==> src/rtl/i2s_transmitter.sv <==
// I2S transmitter: one-entry sample buffer feeding a free-running 64-BCLK frame.
// Left/right slots alternate; each 24-bit sample follows its lrclk edge by one BCLK, MSB first.
module i2s_transmitter #(
  parameter int unsigned CLK_DIV = 4
) (
  input  logic        clk,
  input  logic        resetn,
  input  logic        in_valid,
  output logic        in_ready,
  input  logic [23:0] in_data,
  output logic        bclk,
  output logic        lrclk,
  output logic        sdata,
  output logic        underrun
);

  localparam int unsigned SAMPLE_W  = 24;
  localparam int unsigned DIV_W     = 8;
  localparam int unsigned BIT_W     = 6;
  localparam int unsigned SLOT_W    = 5;
  localparam int unsigned LOAD_SLOT = 1;
  localparam int unsigned LAST_SLOT = 24;

  logic [DIV_W-1:0]    div_q, div_d;
  logic                bclk_q, bclk_d;
  logic [BIT_W-1:0]    b_q, b_d;
  logic                lrclk_q, lrclk_d;
  logic                sdata_q, sdata_d;
  logic                underrun_q, underrun_d;
  logic [SAMPLE_W-1:0] shift_q, shift_d;
  logic [SAMPLE_W-1:0] buf_q, buf_d;
  logic                full_q, full_d;
  logic                in_ready_q, in_ready_d;

  logic                wrap;
  logic                fall;
  logic                load;
  logic                handshake;
  logic [SLOT_W-1:0]   slot;

  // Bit-clock divider and frame position.
  always_comb begin
    wrap   = (div_q == DIV_W'(CLK_DIV - 1));
    div_d  = wrap ? '0 : div_q + DIV_W'(1);
    bclk_d = wrap ? ~bclk_q : bclk_q;
    fall   = wrap & bclk_q;
    b_d    = fall ? b_q + BIT_W'(1) : b_q;
    slot   = b_d[SLOT_W-1:0];
  end

  // Serializer: everything here moves only on BCLK falling events.
  always_comb begin
    lrclk_d    = lrclk_q;
    sdata_d    = sdata_q;
    shift_d    = shift_q;
    underrun_d = 1'b0;
    load       = 1'b0;
    if (fall) begin
      lrclk_d = b_d[BIT_W-1];
      if (slot == SLOT_W'(LOAD_SLOT)) begin
        load = 1'b1;
        if (full_q) begin
          sdata_d = buf_q[SAMPLE_W-1];
          shift_d = {buf_q[SAMPLE_W-2:0], 1'b0};
        end else begin
          sdata_d    = 1'b0;
          shift_d    = '0;
          underrun_d = 1'b1;
        end
      end else if ((slot > SLOT_W'(LOAD_SLOT)) && (slot <= SLOT_W'(LAST_SLOT))) begin
        sdata_d = shift_q[SAMPLE_W-1];
        shift_d = {shift_q[SAMPLE_W-2:0], 1'b0};
      end else begin
        sdata_d = 1'b0;
      end
    end
  end

  // Holding buffer; a load that finds it empty may coincide with a refill.
  always_comb begin
    handshake  = in_valid & in_ready_q;
    full_d     = full_q;
    buf_d      = buf_q;
    if (load) begin
      full_d = 1'b0;
    end
    if (handshake) begin
      full_d = 1'b1;
      buf_d  = in_data;
    end
    in_ready_d = ~full_d;
  end

  always_ff @(posedge clk or negedge resetn) begin
    if (!resetn) begin
      div_q      <= '0;
      bclk_q     <= 1'b0;
      b_q        <= '0;
      lrclk_q    <= 1'b0;
      sdata_q    <= 1'b0;
      underrun_q <= 1'b0;
      shift_q    <= '0;
      buf_q      <= '0;
      full_q     <= 1'b0;
      in_ready_q <= 1'b0;
    end else begin
      div_q      <= div_d;
      bclk_q     <= bclk_d;
      b_q        <= b_d;
      lrclk_q    <= lrclk_d;
      sdata_q    <= sdata_d;
      underrun_q <= underrun_d;
      shift_q    <= shift_d;
      buf_q      <= buf_d;
      full_q     <= full_d;
      in_ready_q <= in_ready_d;
    end
  end

  assign in_ready = in_ready_q;
  assign bclk     = bclk_q;
  assign lrclk    = lrclk_q;
  assign sdata    = sdata_q;
  assign underrun = underrun_q;

endmodule

==> config.mk <==
export PLATFORM = sky130hd
export DESIGN_NAME = i2s_transmitter
export DESIGN_NICKNAME = d
export VERILOG_FILES = /design/src/rtl/i2s_transmitter.sv
export SDC_FILE = /design/constraint.sdc
export NUM_CORES = 1
export LEC_CHECK = 0
export CORE_MARGIN = 2
export CORE_UTILIZATION = 45
export CTS_BUF_LIST = sky130_fd_sc_hd__clkbuf_8
export DETAILED_ROUTE_END_ITERATION = 10
export PLACE_DENSITY_LB_ADDON = 0.25
export SLEW_MARGIN = 20
export SYNTH_ARGS = -nofsm -noshare
export SYNTH_HDL_FRONTEND = slang
export SYNTH_SLANG_ARGS = --single-unit
export TNS_END_PERCENT = 50
==> constraint.sdc <==
create_clock -name clk -period 2.9 [get_ports clk]
set_input_delay 0.87 -clock clk [delete_from_list [all_inputs] [get_ports clk]]
set_output_delay 0.87 -clock clk [all_outputs]
set_load 0.01 [all_outputs]
Word-level counts from Yosys, hierarchy flattened:

Index checks and enable logic that the tools add are counted.

* register bits: 68
* logic and storage cells: 38
* input port bits: 27

* reduce and logical (&&, ||, !) cells: 3
* bitwise logic cells: 4
* eq/ne operators: 2
* add/sub/neg operators: 2
* mux-type cells: 15
* magnitude comparators: 2

Operator list (count)
* 24-bit 2-to-1 mux: 3
* 1-bit 2-to-1 mux: 10
* 8-bit by 1-bit adder with 8-bit output, second input constant: 1
* 8-bit by 2-bit == test with 1-bit output, second input constant: 1
* 8-bit 2-to-1 mux: 1
* 6-bit by 1-bit adder with 6-bit output, second input constant: 1
* 6-bit 2-to-1 mux: 1
* 5-bit by 1-bit == test with 1-bit output, second input constant: 1
* 5-bit by 1-bit > comparator with 1-bit output, second input constant: 1
* 5-bit less-or-equal comparator, second input constant: 1
* 1-bit AND: 2
* 1-bit NOT: 2
* 2-bit AND reduction: 1
* 2-bit nonzero test: 1
* 1-bit logical AND: 1

Depth between registers and ports, before layout:

Gate-level depths: netlist of run 1.

* depth in word-level cells: 9
* depth in mapped cells: 9

Worst setup path before layout of run 1:

Ideal clock, no wire load.

* kind: reg-to-reg
* start: reg div_q[0]
* end: reg shift_q[11]
* clock period less this slack: 2.569 ns
* arrival time: 2.444 ns
* path buffers: 1
* stages on the path, launching flop included: 9
* library setup time: 0.125 ns
* path slack: 0.331 ns
* required time: 2.775 ns
* cells stage by stage: dfrtp_1 > ha_1 > nor3b_2 > nand4_1 > xor2_1 > a311oi_2 > a211oi_4 > buf_6 > mux2_4

* longest elaborated chain between the ends: 7
* elaborated cells on any way between the ends: 10
* those cells by class: order compare (2); eq/ne (2); mux (2); bitwise (1); reduce/logical (3)

RTL lines
* from (decl): line 24 `logic [DIV_W-1:0] div_q, div_d;`
* from (signal assigned): line 107 `div_q <= div_d;`
* 8-bit by 2-bit == test with 1-bit output (*): line 43 `wrap = (div_q == DIV_W'(CLK_DIV - 1));`
* 1-bit AND (*): line 46 `fall = wrap & bclk_q;`
* 6-bit 2-to-1 mux: line 47 `b_d = fall ? b_q + BIT_W'(1) : b_q;`
* 5-bit by 1-bit > comparator with 1-bit output or 5-bit less-or-equal comparator (tied branches): line 70 `end else if ((slot > SLOT_W'(LOAD_SLOT)) && (slot <= SLOT_W'(LAST_SLOT))) begin`
* 1-bit logical AND: line 70
* 2-bit nonzero test (no line)
* 2-bit AND reduction (no line)
* to (signal assigned): line 113 `shift_q <= shift_d;`
* to (decl): line 30 `logic [SAMPLE_W-1:0] shift_q, shift_d;`

Mark *: on every way between the ends. The rest lies on a longest branch, timed or not.
A chain may end at the register's enable or synchronous reset.

Final worst setup path of run 1:

* start: reg div_q[0]
* end: reg shift_q[5]

The elaborated chain is that of the path after synthesis.

==> results of run 1 <==
## power by group
part / total [mW] / internal, mW / switching [mW]
clock network: 0.756 / 0.413 / 0.343
registers: 1.22 / 1.12 / 0.101
logic: 0.384 / 0.249 / 0.135
total: 2.36 / 1.78 / 0.579
## area by class of cell
| cell class | count | area (um2) | area share |
|---|---|---|---|
| well taps | 96 | 120 | 0.0313 |
| flip-flops and latches | 67 | 1680 | 0.437 |
| multi-input cells | 156 | 1380 | 0.359 |
| repair buffers | 39 | 403 | 0.105 |
| clock inverters | 6 | 56.3 | 0.0147 |
| clock buffers | 10 | 138 | 0.0359 |
| inverters | 18 | 67.6 | 0.0176 |
## critical path, stage by stage, from the launching register on
cell and delay, ns:
dfrtp_1 0.42, ha_1 0.27, nor3b_2 0.23, buf_4 0.18, nand4_1 0.12, xor2_1 0.32, a311oi_2 0.12, a211oi_4 0.29
buf_12 0.23, mux2_2 0.35
## logic make-up (layout without fill, tap and decap cells)
family | count (synthesis) | in the layout
xor+xnor | 9 | 9
compound gates | 12 | 12
buf+inv | 28 | 73
mux | 71 | 71
fa+ha+maj | 2 | 2
simple gates | 62 | 62
flops | 67 | 67
## metal layers
metal,part of all wire,GRT usage,vias up
li1,-,-,944
met1,0.47,0.188,966
met2,0.49,0.268,25
met3,0.031,0.0518,4
met4,0.0079,0.0496,0
met5,0,0,-
## what timing repair did
| item | in CTS | in global routing |
|---|---|---|
| gates resized for setup | 0 | 0 |
| endpoints found under the setup margin | 0 | 11 |
| setup buffers | 0 | 2 |
## through the flow
stage | area (um2) | util | cells | setup WS, ns
detailed placement | 3630 | 0.531 | 374 | 0.186
finish | 3840 | 0.562 | 392 | 0.241
global route | 3840 | 0.562 | 392 | 0.0764
CTS | 3820 | 0.560 | 390 | 0.154
floorplan | 3190 | - | 251 | 0.331
global placement | 3630 | 0.531 | 374 | 0.266
## cells in the final DEF (no fill, tap or decap), drive strengths merged, types with 2 or more instances in the layout
cell and n:
clkbuf 10, or4 2, ha 2, nand3 6, nor2 4, and2 15, nand4 5, inv 19
clkdlybuf4s50 30, mux2i 34, nor3 2, buf 9, dfrtp 67, xor2 3, and3 4, mux2 37
xnor2 6, nand2 19, clkinv 3, and4 2, o21ai 3
## state kept, by name (all words and copies together) (netlist names)
| signal | count |
|---|---|
| full_q | 1 |
| b_q | 6 |
| buf_q | 24 |
| shift_q | 23 |
| sdata | 1 |
| div_q | 8 |
| lrclk | 1 |
| underrun | 1 |
| bclk | 1 |
| in_ready | 1 |
## synth_stat cells, types with 2 or more instances
library cell  count  area, um2
nand4_1           5       31.3
buf_4             4       30.0
clkbuf_1          4       15.0
dfrtp_1          67       1680
nand3_1           5       25.0
and4_1            2       17.5
mux2_4            9        135
nand2_1          19       71.3
buf_6             2       22.5
xor2_1            3       26.3
nor3_1            2       10.0
mux2_2           28        315
xnor2_1           6       52.6
and2_1           15       93.8
and3_1            3       18.8
nor2_1            4       15.0
o21ai_0           2       10.0
inv_1            18       67.6
mux2i_1          34        340
ha_1              2       25.0
## worst max path at each step
stage | start | endpoint | slack (ns) | depth (start not counted)
floorplan | div_q[0] | shift_q[11] | 0.33 | 8
global placement | div_q[4] | shift_q[5] | 0.27 | 7
detailed placement | div_q[5] | shift_q[5] | 0.19 | 7
CTS | div_q[4] | shift_q[5] | 0.15 | 7
global route | div_q[0] | shift_q[3] | 0.08 | 8
finish | div_q[0] | shift_q[5] | 0.24 | 9
==> flow_summary.json, run 1 <==
{
  "syn2layout_area_growth_pct": 20.4,
  "vias": 1939,
  "synth_edf_count": 0,
  "async_flop_share": 1.00,
  "synth_cell_type_count": 37,
  "power_density_mw_per_mm2": 615,
  "ant_nets": 0,
  "crit_type": "flop to flop",
  "synth_nets": 280,
  "rsz0062_at_grt": "false",
  "finish.net_count": 320,
  "ir_drop_mv": 0.387,
  "fin_crit_sh": 0.917,
  "dieWidth_um": 88.2,
  "syn_area_per_cell_um2": 12.7,
  "wl_um": 5450,
  "clock.fmax_mhz": 376,
  "tns_ns": 0,
  "clk_pin_slew_ns": 0.07,
  "synth-simple-area-share": 0.118,
  "synthMuxAreaShare": 0.248,
  "synth_area_mm2": 0.00319,
  "num-fill-cells": 606,
  "io_buffer_count": 31,
  "max_cap_viol_count": 0,
  "core_area_mm2": 0.00683,
  "wl_per_cell_um": 13.9,
  "hold_class": "flop to flop",
  "worstMarginPinSlew_ns": 0.873,
  "die_area_mm2": 0.00777,
  "ctsHoldBuffers": 0,
  "holdPathEnd": "b_q[5]",
  "synthCells": 251,
  "yosysWarnings": 0,
  "io_pins": 32,
  "worstHoldStart": "b_q[5]",
  "grt_pass1_vias": 2040,
  "slew_headroom": 0.418,
  "r2r_cells": 9,
  "crit_required_ns": 3.12,
  "diodes": 0,
  "finalCriticalPeriod_ns": 2.66,
  "grt_pass1_wl_um": 9370,
  "synth-seq-cells": 67,
  "cp-start-kind": "flop",
  "status": "finished clean",
  "ctsHtreeMaxLevel": 3,
  "clock_latency_ns": 0.33,
  "arrival_ns": 2.88,
  "synthXorXnorAreaFrac": 0.0247,
  "hold_ws_ns": 0.460,
  "viasPerCell": 4.95,
  "r2r_slack_ns": 0.24,
  "gr-total-overflow": 0,
  "finalSetupViolations": 0,
  "gp_congestion": 0.911,
  "final_layout_size_suffix_gt1_frac": 0.233,
  "cp_max_fo": 22,
  "finalHoldViolCount": 0,
  "synth_top_family_by_area": "multiplexers",
  "synth_compound_area_frac": 0.0334,
  "first_pass_iters": 4,
  "ys.flop_type": "dfrtp_1",
  "drc": 0,
  "grtUsageTotal": 0.157,
  "antenna_found_initial": 0,
  "p_total_mw": 2.36,
  "endpoint_kind": "flop",
  "synthAdderAreaFrac": 0.00785,
  "die_h_um": 88.2,
  "cts_buffer_depth": 2,
  "grt_max_degree": 42,
  "numCtsBuffers": 9,
  "tritoncts": "yes",
  "dp_hpwl_um": 3660,
  "first_iter_violations": 68,
  "cts_root_buf": "clkbuf_8",
  "initial_core_util": 0.467,
  "reg2reg_to": "shift_q[5]",
  "rr_startpoint": "div_q[0]",
  "synth-seq-area-share": 0.526,
  "p_leak_nw": 1.65,
  "rows": 30,
  "finalMaxSlewViolations": 0,
  "hold_path_depth": 1,
  "cts_sinks": 67,
  "clock-skew-final_ns": 0.00864
}
No activity file was read; power rests on OpenSTA's default activity.
==> run 2, diff against run 1 <==
--- a/config.mk
+++ b/config.mk
@@ -9,6 +9,8 @@
 export CORE_UTILIZATION = 45
 export CTS_BUF_LIST = sky130_fd_sc_hd__clkbuf_8
 export DETAILED_ROUTE_END_ITERATION = 10
+export GPL_TIMING_DRIVEN = 0
+export HOLD_SLACK_MARGIN = 0.06
 export PLACE_DENSITY_LB_ADDON = 0.25
 export SLEW_MARGIN = 20
 export SYNTH_ARGS = -nofsm -noshare
==> flow_summary.json, run 2 (synthesis results as in run 1) <==
{
  "first_pass_iters": 4,
  "gr-total-overflow": 0,
  "grt_pass1_wl_um": 10200,
  "fin_crit_sh": 0.958,
  "dp_hpwl_um": 3840,
  "diodes": 0,
  "power_density_mw_per_mm2": 630,
  "dp_slack_ns": -0.0784,
  "die_area_mm2": 0.00777,
  "gp_congestion": 0.757,
  "crit_required_ns": 3.11,
  "worst_slack_ns": 0.121,
  "cts_sinks": 67,
  "hold_ws_ns": 0.437,
  "crit_type": "flop to flop",
  "largest-register": "buf_q",
  "endpoint_kind": "flop",
  "cp_max_fo": 10,
  "wl_um": 5870,
  "p_leak_nw": 1.70,
  "clock_latency_ns": 0.34,
  "arrival_ns": 2.99,
  "ctsHtreeMaxLevel": 3,
  "mostFrequentLayoutCells": "66 x dfrtp_1, 34 x mux2i_1, 30 x clkdlybuf4s50_1",
  "vias": 1998,
  "largest_reg_flops": 24,
  "first_iter_violations": 160,
  "clk_pin_slew_ns": 0.08,
  "layout_commonest_cell": "dfrtp_1",
  "rsz0062_at_grt": "false",
  "worstMarginPinSlew_ns": 0.567,
  "grt_max_degree": 45,
  "drc": 0,
  "finalCriticalPeriod_ns": 2.78,
  "cts_buffer_depth": 2,
  "antenna_found_initial": 0,
  "cts_root_buf": "clkbuf_8",
  "reg_top3": "buf_q: 24 flops, shift_q: 23 flops, div_q: 8 flops",
  "cpLargestDelayFamily": "simple AND/OR/NAND/NOR gates",
  "viasPerCell": 4.98,
  "wl_per_cell_um": 14.6,
  "cpPeakStageDelay_ns": 0.40,
  "grt_pass1_vias": 2098,
  "cp-start-kind": "flop",
  "dieWidth_um": 88.2,
  "post-route-util": 0.576,
  "finalHoldViolCount": 0,
  "syn2layout_area_growth_pct": 23.4,
  "crit_chain": "ha_2, nor3b_4, buf_4, nand3_4, o21a_1, and3_4, a211oi_4, buf_4, mux2_4",
  "tns_ns": 0,
  "rows": 30,
  "initial_core_util": 0.467,
  "crit_top_cell": "buf_4",
  "finalMaxSlewViolations": 0,
  "io_pins": 32,
  "final_layout_size_suffix_gt1_frac": 0.256,
  "clock.fmax_mhz": 360,
  "clock-skew-final_ns": 0.0136,
  "die_h_um": 88.2,
  "status": "finished clean",
  "slew_headroom": 0.622,
  "ir_drop_mv": 0.305,
  "numCtsBuffers": 9,
  "tritoncts": "yes",
  "finalSetupViolations": 0,
  "ant_nets": 0,
  "grtUsageTotal": 0.174,
  "max_cap_viol_count": 0,
  "hold_class": "input pin to async pin",
  "cp_num_buf_inv": 2,
  "finish.net_count": 329,
  "crit_path_top_delay_cell": "dfrtp_1",
  "io_buffer_count": 31,
  "core_area_mm2": 0.00683
}
[run 2: changes by cell type in the layout (fill, tap and decap cells not counted), sizes merged]
cell,previous run,this run
buf,9,14
clkinvlp,1,0
bufinv,1,2
inv,19,18
clkbuf,10,15
[run 2: power by group]
| part | internal (mW) | switching, mW | leakage, nW |
|---|---|---|---|
| combinational | 0.251 | 0.147 | 0.748 |
| sequential | 1.12 | 0.0882 | 0.833 |
| clock | 0.527 | 0.345 | 0.119 |
[run 2: path summary, 6_finish.rpt]
| kind | slack, ns | end | cells past startpoint | start |
|---|---|---|---|---|
| min in group clk | 0.47 | b_q[5] | 1 | b_q[5] |
| max reg2reg | 0.12 | shift_q[22] | 9 | div_q[1] |
| min | 0.44 | buf_q[10] | 1 | resetn |
| min reg2reg | 0.47 | b_q[5] | 1 | b_q[5] |
| max | 0.12 | shift_q[22] | 9 | div_q[1] |
| max in group asynchronous | 1.94 | buf_q[16] | 2 | resetn |
[run 2: stage by stage]
stage / power [mW] / std cells / cell area, um2
after floorplan: 1.49 / 251 / 3190
after global placement: 1.61 / 378 / 3620
after detailed placement: 1.63 / 379 / 3640
after CTS: 2.51 / 395 / 3880
after global routing: 2.63 / 401 / 3930
final: 2.48 / 401 / 3930
[run 2: layer usage]
metal,GRT usage,share of wire,vias up
met5,0,0,-
met2,0.271,0.49,27
met4,0.0523,0.0049,0
li1,-,-,965
met3,0.0500,0.031,2
met1,0.238,0.47,1004
[run 2: final cells by class]
cell class / instances / area (um2)
fill: 605 / 2900
buffer: 10 / 67.6
tap: 96 / 120
multi-input combinational: 156 / 1390
inverter: 18 / 67.6
timing repair buffer: 38 / 380
sequential: 67 / 1680
clock inverter: 5 / 75.1
clock buffer: 11 / 151
[run 2: what timing repair did]
action	in CTS	in global routing
setup buffers	0	5
gates resized for setup	1	5
endpoints found under the setup margin	14	21
gates cloned	0	1
pin swaps	0	2
hold buffers	0	0
